<file path="config.mk">
export PLATFORM = sky130hd
export DESIGN_NAME = stream_mux_rr
export DESIGN_NICKNAME = d
export VERILOG_FILES = /design/src/rtl/stream_mux_pkg.sv /design/src/rtl/rr_pick.sv /design/src/rtl/stream_mux_rr.sv
export SDC_FILE = /design/constraint.sdc
export NUM_CORES = 1
export LEC_CHECK = 0
export BUFFER_PORTS_ARGS = -buffer_cell sky130_fd_sc_hd__buf_2
export CAP_MARGIN = 25
export CORE_UTILIZATION = 40
export CTS_CLUSTER_DIAMETER = 80
export DETAILED_ROUTE_END_ITERATION = 16
export GPL_TIMING_DRIVEN = 0
export PLACE_DENSITY = 0.74
export SLEW_MARGIN = 20
export SYNTH_ARGS = -nofsm -noshare
export SYNTH_HDL_FRONTEND = slang
export SYNTH_SLANG_ARGS = --single-unit
</file>
<file path="constraint.sdc">
create_clock -name clk -period 4.2 [get_ports clk]
set_clock_uncertainty 0.05 [all_clocks]
set_input_delay 1.05 -clock clk [delete_from_list [all_inputs] [get_ports clk]]
set_output_delay 1.05 -clock clk [all_outputs]
set_load 0.1 [all_outputs]
</file>
<file path="src/rtl/stream_mux_pkg.sv">
// Shared constants and helpers for the round-robin stream multiplexer.
package stream_mux_pkg;

  localparam logic MODE_FIXED = 1'b0;
  localparam logic MODE_RR    = 1'b1;

  // Wrap increment that works for any channel count, not only powers of two.
  function automatic int unsigned next_idx(input int unsigned idx, input int unsigned n);
    return (idx + 1 == n) ? 0 : idx + 1;
  endfunction

endpackage

</file>
<file path="src/rtl/rr_pick.sv">
// Rotating-priority picker: first set request at or after ptr, wrapping past N-1.
module rr_pick #(
  parameter int N  = 8,
  parameter int IW = $clog2(N)
) (
  input  logic [N-1:0]  req_i,
  input  logic [IW-1:0] ptr_i,
  output logic          grant_vld_o,
  output logic [IW-1:0] grant_o
);

  logic [2*N-1:0] dbl;

  // Upper copy keeps all requests so the search wraps; lower copy hides those below ptr.
  always_comb begin
    dbl = {req_i, req_i};
    for (int i = 0; i < N; i++) begin
      if (i < int'(ptr_i)) dbl[i] = 1'b0;
    end
    grant_vld_o = 1'b0;
    grant_o     = '0;
    for (int i = 2*N-1; i >= 0; i--) begin
      if (dbl[i]) begin
        grant_vld_o = 1'b1;
        grant_o     = (i >= N) ? IW'(i - N) : IW'(i);
      end
    end
  end

endmodule

</file>
<file path="src/rtl/stream_mux_rr.sv">
// N-channel stream mux with fixed or round-robin selection and a registered output stage.
// One-cycle latency; a held output word blocks all inputs until the consumer accepts it.
module stream_mux_rr
  import stream_mux_pkg::*;
#(
  parameter int NUM_CH = 8,
  parameter int DATA_W = 8,
  parameter int SEL_W  = $clog2(NUM_CH)
) (
  input  logic                     clk,
  input  logic                     rst,
  input  logic                     mode,
  input  logic [SEL_W-1:0]         sel,
  input  logic [NUM_CH-1:0]        in_valid,
  input  logic [NUM_CH*DATA_W-1:0] in_data,
  output logic [NUM_CH-1:0]        in_ready,
  output logic                     out_valid,
  output logic [DATA_W-1:0]        out_data,
  output logic [SEL_W-1:0]         out_ch,
  input  logic                     out_ready
);

  logic              out_vld_q, out_vld_d;
  logic [DATA_W-1:0] out_dat_q, out_dat_d;
  logic [SEL_W-1:0]  out_ch_q, out_ch_d;
  logic [SEL_W-1:0]  ptr_q, ptr_d;

  logic              load_en;
  logic              rr_vld;
  logic [SEL_W-1:0]  rr_idx;
  logic              fix_vld;
  logic              grant_vld;
  logic [SEL_W-1:0]  grant;
  logic [DATA_W-1:0] grant_dat;
  logic              xfer;

  rr_pick #(.N(NUM_CH), .IW(SEL_W)) u_pick (
    .req_i       (in_valid),
    .ptr_i       (ptr_q),
    .grant_vld_o (rr_vld),
    .grant_o     (rr_idx)
  );

  assign load_en = !out_vld_q || out_ready;

  // Comparing against each legal index means an out-of-range sel never matches.
  always_comb begin
    fix_vld = 1'b0;
    for (int i = 0; i < NUM_CH; i++) begin
      if (SEL_W'(i) == sel) fix_vld = in_valid[i];
    end
  end

  assign grant_vld = (mode == MODE_RR) ? rr_vld : fix_vld;
  assign grant     = (mode == MODE_RR) ? rr_idx : sel;
  assign xfer      = load_en && grant_vld && !rst;

  always_comb begin
    in_ready  = '0;
    grant_dat = '0;
    for (int i = 0; i < NUM_CH; i++) begin
      if (SEL_W'(i) == grant) begin
        in_ready[i] = xfer;
        grant_dat   = in_data[i*DATA_W +: DATA_W];
      end
    end
  end

  always_comb begin
    out_vld_d = out_vld_q;
    out_dat_d = out_dat_q;
    out_ch_d  = out_ch_q;
    ptr_d     = ptr_q;
    if (load_en) begin
      out_vld_d = grant_vld;
      if (grant_vld) begin
        out_dat_d = grant_dat;
        out_ch_d  = grant;
        if (mode == MODE_RR) ptr_d = SEL_W'(next_idx(32'(grant), NUM_CH));
      end
    end
  end

  always_ff @(posedge clk or posedge rst) begin
    if (rst) begin
      out_vld_q <= 1'b0;
      out_dat_q <= '0;
      out_ch_q  <= '0;
      ptr_q     <= '0;
    end else begin
      out_vld_q <= out_vld_d;
      out_dat_q <= out_dat_d;
      out_ch_q  <= out_ch_d;
      ptr_q     <= ptr_d;
    end
  end

  assign out_valid = out_vld_q;
  assign out_data  = out_dat_q;
  assign out_ch    = out_ch_q;

endmodule

</file>
==> run metrics, run 1 <==
CTS max path bufs=2; Critical path origin=in_valid[5]; Post-synth EDFFs=0; synthesized flop and latch total=15; post-route cell area=~0.0027 mm^2; DRT antenna net count=0; Die Span Y=69.0 um; antenna cells=0; status=finished clean; Rel. slew slack=0.572; largest delay contributor family on the critical path=compound AO/OA/AOI/OAI gates; top_reg_cell synth=dfrtp_1; CP Buf/Inv Count=4; crit-path cells=clkbuf_4, nor2_4, a21boi_0, o31ai_1, a21oi_1, o21ai_2, buf_4, ha_4, ha_2, buf_6, and3_4, buf_12; RSZ-0062 raised after global routing=yes; slowest CP cell=o31ai_1; top cell type's share of synthesized area=0.209; dpl hpwl=around 4800 um; via count=2391; P&R area growth vs syn=50.2%; root buf cell=clkbuf_8; Mapped Cells=~250; Routed WL per cell=~16 um; CP endpoint kind=primary output; Port Buf Inserts=between 90 and 100; CTS tree=done; nets=roughly 440; Sum Neg Setup Slack=0 ns; Routed Wire Length=6500 um; Max FO, Critical Path=8; first-pass GRT wire length=10300 um; Slew Limit Fails=0; die area=~0.0048 mm^2; CTS H-tree lvls=1; Yosys Warn Count=0; router iterations before antenna repair=4; Post-Synthesis Cell Area=0.00180 mm^2; P_leak=0.00122 uW; placement-stage cell area=between 0.002 and 0.0025 mm^2; Clock transition at path regs=~0.06 ns; sequential fraction of the synthesis area=0.209; fraction of registers with async set/reset=1.00; vias per cell=between 5 and 6; worst slew pin tran=around 0.64 ns; Syn Area/Cell=7.34 um^2; GRT overflow=0; fraction of layout cells with a size suffix above 1=0.420; core box area=between 0.004 and 0.005 mm^2; Period minus WS final=approximately 4 ns; Final setup viols=0; PD cells=664 mW/mm^2; final period utilization=0.979; CP Class=in2out; RD Place Congestion=roughly 0.9; DRC=0; num ports=99; Cell Count Post-Placement=approximately 400; final hold vios=0; vias in the first global route=about 2300; Hold Path Origin=out_ch[1]; 1st-iter DRT viols=169; clock tree sinks=15; site row count=24; Synth area leader=dfrtp_1; non-filler cells in the finished layout=404; all-layer global routing usage=0.264; fmax=243 MHz; die width=a little under 70 um; delay of the slowest cell on the worst path=~0.28 ns; total CTS buffers=3; largest net degree at the start of global routing=20; Initial Utilization=0.416; Critical Path Source Type=input pin; Yosys cell types=47; Hold Path Class=reg2reg; Critical Path AT=between 3 and 4 ns; maximum VDD drop=around 660 uV; total power=around 1800 uW; Data required, critical path=around 3.1 ns; MaxCap Viol Count=0; clk_lat worst skew=between 0.2 and 0.25 ns; Area contributors post-synth=dfrtp_1, a21oi_1, nand2_1; initial antenna violation count=0; syn nets=330; FF-to-FF Start=ptr_q[2]
-- path summary, 6_finish.rpt --
check,to,slack (ns),depth (start not counted)
min in group asynchronous,out_ch[2],0.83,2
max in group asynchronous,out_ch[0],2.86,2
worst max-delay path,in_ready[3],0.09,12
worst min-delay path,out_ch[1],0.47,1
worst max register to register,out_data[3],0.86,15
worst min register to register,out_ch[1],0.47,1
-- sequential cells by signal (all words and copies together) (netlist names) --
name / flops
out_valid: 1
ptr_q: 3
out_ch: 3
out_data: 8
-- repair_timing --
action	in CTS	in global routing
setup endpoints to repair	8	8
setup buffers	6	3
hold buffers	0	0
gates resized for setup	34	18
pin swaps	2	7
-- cell type report --
| type | instances | area (um^2) |
|---|---|---|
| timing repair buffer | 107 | 636 |
| buffer | 16 | 121 |
| inverter | 12 | 57.6 |
| multi-input combinational | 198 | 1400 |
| clock buffer | 4 | 45.0 |
| sequential | 15 | 375 |
| tap | 52 | 65.1 |
| fill | 394 | 1620 |
-- logic make-up (layout without fill, tap and decap cells) --
kind of cell,after synthesis,in the layout,synth area share
adders and majority gates,6,6,0.0418
muxes,4,4,0.0369
DFF,15,15,0.209
AOI/OAI and AO/OA,92,92,0.368
buffers and inverters,32,139,0.0779
and+or+nand+nor,96,96,0.267
-- metrics by stage --
stage / setup WS (ns) / hold WS (ns) / util
floorplan: -0.0918 / 0.599 / -
detailed placement: -0.521 / 0.457 / 0.558
finish: 0.0862 / 0.467 / 0.625
global placement: -0.510 / 0.439 / 0.558
CTS: 0.0159 / 0.473 / 0.604
global route: -0.00763 / 0.494 / 0.625
-- power by group --
| group | internal [uW] | switching (uW) | total, uW |
|---|---|---|---|
| combinational | 463 | 964 | 1430 |
| sequential | 211 | 38.6 | 249 |
| clock | 67.1 | 51.0 | 118 |
-- cell usage in the layout, fill, tap and decap left out, types with 3 or more instances in the layout --
cell,n
buf_6,7
and3_1,6
a21oi_1,24
nor2b_1,3
o32a_1,4
nand2_1,26
o2111a_1,3
clkbuf_1,6
o211ai_1,3
dfrtp_1,15
inv_1,9
nor2_1,18
clkbuf_8,4
buf_2,93
o221ai_1,6
nand3_1,7
a32o_1,5
buf_4,9
o221a_1,3
a22oi_1,4
buf_8,4
nand3b_1,4
a31oi_1,8
nand2b_1,7
o21ai_0,10
o311a_1,4
nor2_4,5
and3b_1,6
-- synthesized netlist by cell type (5+ instances only) --
cell type / instances
a21oi_1: 25
a31oi_1: 8
a32o_1: 5
and3_1: 8
and3b_1: 6
clkbuf_1: 11
dfrtp_1: 15
ha_1: 6
inv_1: 9
nand2_1: 28
nand2b_1: 7
nand3_1: 7
nor2_1: 25
o21ai_0: 11
o221ai_1: 6
-- layer usage --
layer | track usage | share of wire | vias to the layer above
met2 | 0.441 | 0.49 | 129
met3 | 0.0365 | 0.071 | 18
li1 | - | - | 1133
met5 | 0 | 0 | -
met1 | 0.338 | 0.41 | 1111
met4 | 0.113 | 0.029 | 0
Note: power is estimated with default switching activity, not from simulation.
==> run 2, diff against run 1 <==
Settings changed: CORE_ASPECT_RATIO from default to 1.4, PLACE_DENSITY 0.74 to 0.71.
Clock period 4.2 ns to 5.12 ns, I/O delays scaled along.
==> run 2 against run 1 <==
First-iteration DRC count decreased by 18%. Worst hold slack got worse by 0.017 ns. Power fell by 24%. Flip-flop and latch count stayed put. Utilization decreased by 4.6 points. Cell count grew 0.50%. Count of clock-buffer cells in the layout is 1 lower.
==> run metrics, run 2 (synthesis results as in run 1) <==
status=finished clean; Rel. slew slack=0.581; total CTS buffers=3; Period minus WS final=a little under 5 ns; initial antenna violation count=0; Max FO, Critical Path=10; Data required, critical path=3.79 ns; core box area=around 0.0043 mm^2; final period utilization=0.969; maximum VDD drop=281 uV; CP endpoint kind=primary output; die width=just under 60 um; nets=around 430; Port Buf Inserts=98; Critical Path AT=about 3.6 ns; CTS H-tree lvls=1; PD cells=~550 mW/mm^2; P_leak=approximately 0.0012 uW; router iterations before antenna repair=4; Reg area=375 um^2; CTS max path bufs=2; final hold vios=0; DRT antenna net count=0; non-filler cells in the finished layout=406; CP Class=in2out; Cell Count Post-Placement=around 400; first-pass GRT wire length=a little under 10000 um; num ports=99; MaxCap Viol Count=0; max FFs per register=8; Sum Neg Setup Slack=0 ns; worst hold stages=1; GRT overflow=0; clk_lat worst skew=0.25 ns; fmax=202 MHz; root buf cell=clkbuf_8; Hold Path Origin=out_ch[1]; clock tree sinks=15; Final setup viols=0; Initial Utilization=0.421; antenna cells=0; worst slew pin tran=between 0.6 and 0.7 ns; via count=roughly 2300; site row count=28; vias in the first global route=2172; Die Span Y=about 81 um; CTS tree=done; # fillers=455; FF-to-FF Start=ptr_q[2]; commonest non-fill, non-tap cell in the layout=buf_2; dpl hpwl=approximately 5000 um; P&R area growth vs syn=37.6%; Clock transition at path regs=around 0.060 ns; DRC=0; die area=~0.0048 mm^2; 1st-iter DRT viols=139; RD Place Congestion=roughly 0.9; multi-input logic area=approximately 0.0013 mm^2; commonest cells after routing, fill and taps aside=buf_2, nand2_1, a21oi_1; Routed WL per cell=15.0 um; fraction of layout cells with a size suffix above 1=0.373; largest net degree at the start of global routing=19; Min-Delay Endpoint=out_ch[1]; vias per cell=around 5.6; Hold Path Class=reg2reg; CTS Hold Buffers Added=0; Slew Limit Fails=0; all-layer global routing usage=0.265; register-to-register setup slack=about 2.0 ns; Critical Path Source Type=input pin; worst reg-to-reg path cell count=13; Reg-to-Reg End=out_data[0]; Routed Wire Length=~6100 um; RSZ-0062 raised after global routing=no
run 2: cell types whose count changed in the layout (fill, tap and decap cells not counted), sizes merged:
cell	delta
inv	+1
buf	-7
run 2: critical path, cell delays in order:
cell and delay (ns):
buf_2 0.11, buf_4 0.16, or3_1 0.36, a221oi_1 0.30
a211o_1 0.24, and2_4 0.20, inv_4 0.07, ha_1 0.18
buf_2 0.16, clkbuf_4 0.19, and3_2 0.19, buf_6 0.18
run 2: where the power goes:
part           total (uW)  switching, uW  internal, uW
combinational        1060            745           318
clock                98.2           44.2          54.0
sequential            202           29.5           173
total                1360            818           545
run 2: timing repair:
| action | CTS | global route |
|---|---|---|
| pin swaps | 0 | 1 |
| buffers inserted | 0 | 1 |
| setup endpoints to repair | 6 | 8 |
| gates resized for setup | 14 | 14 |
run 2: routing by layer:
metal  global-route usage  routed length [um]  part of all wire  vias up
li1                     -                   -                 -     1123
met1                0.304                2350              0.39     1043
met2                0.502                3250              0.53      109
met3               0.0223                 384             0.063       11
met4               0.0976                  98             0.016        0
met5                    0                   0                 0        -
run 2: worst max-delay path by stage:
stage,from,endpoint,cells after the start
final,in_valid[6],in_ready[7],12
after global placement,in_valid[2],in_ready[7],11
after global routing,in_valid[4],in_ready[6],12
after CTS,in_valid[6],in_ready[1],14
after detailed placement,in_valid[4],in_ready[7],12
after floorplan,in_valid[6],in_ready[1],12
run 2: metrics by stage:
step	setup WS, ns	area [um^2]	total power, uW	hold WS (ns)	utilization
floorplan	-0.403	1810	1020	0.599	-
global placement	-0.502	2370	1230	0.440	0.556
detailed placement	-0.506	2370	1240	0.445	0.556
CTS	0.00214	2440	1340	0.459	0.571
global route	0.0126	2470	1460	0.500	0.579
finish	0.159	2470	1360	0.450	0.579
run 2: cell type report:
cell class / instances / share of cell area
inverters: 12 / 0.0192
multi-input cells: 198 / 0.528
flip-flops and latches: 15 / 0.152
well taps: 60 / 0.0303
repair buffers: 99 / 0.213
plain buffers: 18 / 0.0389
clock buffers: 3 / 0.0167
clock inverters: 1 / 0.00202
==> run 3, diff against run 2 <==
Settings changed: GPL_TIMING_DRIVEN 0 to default, RECOVER_POWER from default to 100, SKIP_CTS_REPAIR_TIMING from default to 1.
==> run 3 against run 2 <==
Critical path depth fell by 1. Highest routed layer unchanged. First-iteration DRC count fell by 25%. Combinational power fell by 7%. Worst hold slack improved by 0.023 ns. Setup slack improved by 0.22 ns. Largest cell class unchanged. Count of clock-buffer cells in the layout did not move. Sequential power rose by 16%.
==> run metrics, run 3 (synthesis results as in run 1) <==
status=finished clean; core box area=0.00427 mm^2; final hold vios=0; maximum VDD drop=around 220 uV; final period utilization=0.926; 1st-iter DRT viols=about 100; via count=2244; die area=approximately 0.0048 mm^2; Port Buf Inserts=between 90 and 100; DRC=0; total power=between 1000 and 1500 uW; Critical path origin=in_valid[6]; Max FO, Critical Path=11; DRT antenna net count=0; first-pass GRT wire length=around 9400 um; router iterations before antenna repair=4; commonest cells after routing, fill and taps aside=buf_2, nand2_1, a21oi_1; nets=roughly 420; FF-to-FF Start=ptr_q[2]; Final setup viols=0; RSZ-0062 raised after global routing=no; worst slew pin tran=between 1 and 1.5 ns; CP endpoint kind=primary output; P_leak=0.00111 uW; Critical Path Source Type=input pin; vias in the first global route=2069; fmax=211 MHz; Slew Limit Fails=0; CP Class=in2out; post-route cell area=between 0.002 and 0.0025 mm^2; MaxCap Viol Count=0; site row count=28; clock tree sinks=15; clk_lat worst skew=~0.26 ns; initial antenna violation count=0; Critical Path AT=between 3 and 4 ns; Routed WL per cell=14.7 um; Data required, critical path=approximately 3.8 ns; vias per cell=~5.6; Rel. slew slack=0.207; RD Place Congestion=about 0.9; dpl hpwl=between 4000 and 5000 um; all-layer global routing usage=0.256; largest net degree at the start of global routing=30; placement-stage cell area=0.00247 mm^2; Clock transition at path regs=~0.07 ns; CTS H-tree lvls=1; fraction of layout cells with a size suffix above 1=0.302; Period minus WS final=approximately 4.7 ns; Hold Path Origin=out_ch[1]; P&R area growth vs syn=36.0%; Initial Utilization=0.421; Die Span Y=~81 um; max FFs per register=8; root buf cell=clkbuf_8; Routed Wire Length=5870 um; CTS tree=done; GRT overflow=0; die width=between 50 and 60 um; CTS max path bufs=2; Hold Path Class=reg2reg; # fillers=440; antenna cells=0; commonest non-fill, non-tap cell in the layout=buf_2; total CTS buffers=3; num ports=99; PD cells=541 mW/mm^2
## run 3: changes by cell type in the layout (fill, tap and decap cells not counted), moves of 3 or more
| cell | before | now |
|---|---|---|
| buf_2 | 98 | 76 |
| nor2_1 | 21 | 24 |
| buf_12 | 0 | 5 |
| nor2_2 | 4 | 1 |
| clkbuf_1 | 6 | 17 |
| buf_6 | 5 | 0 |
## run 3: critical path, stage by stage
cell      delay [ns]
buf_2           0.17
and3_1          0.17
a21oi_1         0.04
o221ai_1        0.19
a21oi_1         0.09
o21bai_1        0.38
inv_1           0.12
ha_1            0.22
ha_1            0.19
and3_2          0.18
clkbuf_2        0.36
## run 3: final cells by class
type	instances	area (um^2)	area share
Multi-Input combinational cell	198	1290	0.526
Inverter	12	45.0	0.0184
Clock inverter	1	5.00	0.00205
Tap cell	60	75.1	0.0307
Timing Repair Buffer	109	617	0.252
Clock buffer	3	41.3	0.0169
Sequential cell	15	375	0.154
## run 3: path summary, 6_finish.rpt
kind | end | slack, ns | cells after the start
max | in_ready[7] | 0.38 | 11
min | out_ch[1] | 0.47 | 1
max reg2reg | out_data[4] | 1.09 | 12
min reg2reg | out_ch[1] | 0.47 | 1
max in group asynchronous | out_ch[2] | 3.42 | 3
min in group asynchronous | out_data[5] | 0.94 | 2
## run 3: power breakdown
group | switching (uW) | leakage, uW | internal, uW
combinational | 696 | 0.000919 | 294
clock | 45.9 | 0.0000255 | 54.1
sequential | 61.1 | 0.000168 | 173
total | 803 | 0.00111 | 521
## run 3: stage by stage
step	hold WS, ns	setup WS (ns)	util	std cells	TNS, ns
2_1_floorplan	0.599	-0.403	-	245	-0.807
3_3_place_gp	0.442	0.526	0.577	394	0
3_5_place_dp	0.457	0.457	0.577	394	0
4_1_cts	0.472	0.443	0.588	398	0
5_1_grt	0.509	0.166	0.572	398	0
6_report	0.473	0.377	0.572	398	0
## run 3: metal layers
metal	wire length, um	vias to the layer above	global-route usage
li1	-	1104	-
met1	2350	1038	0.298
met2	3080	91	0.466
met3	317	11	0.0318
met4	121	0	0.102
met5	0	-	0
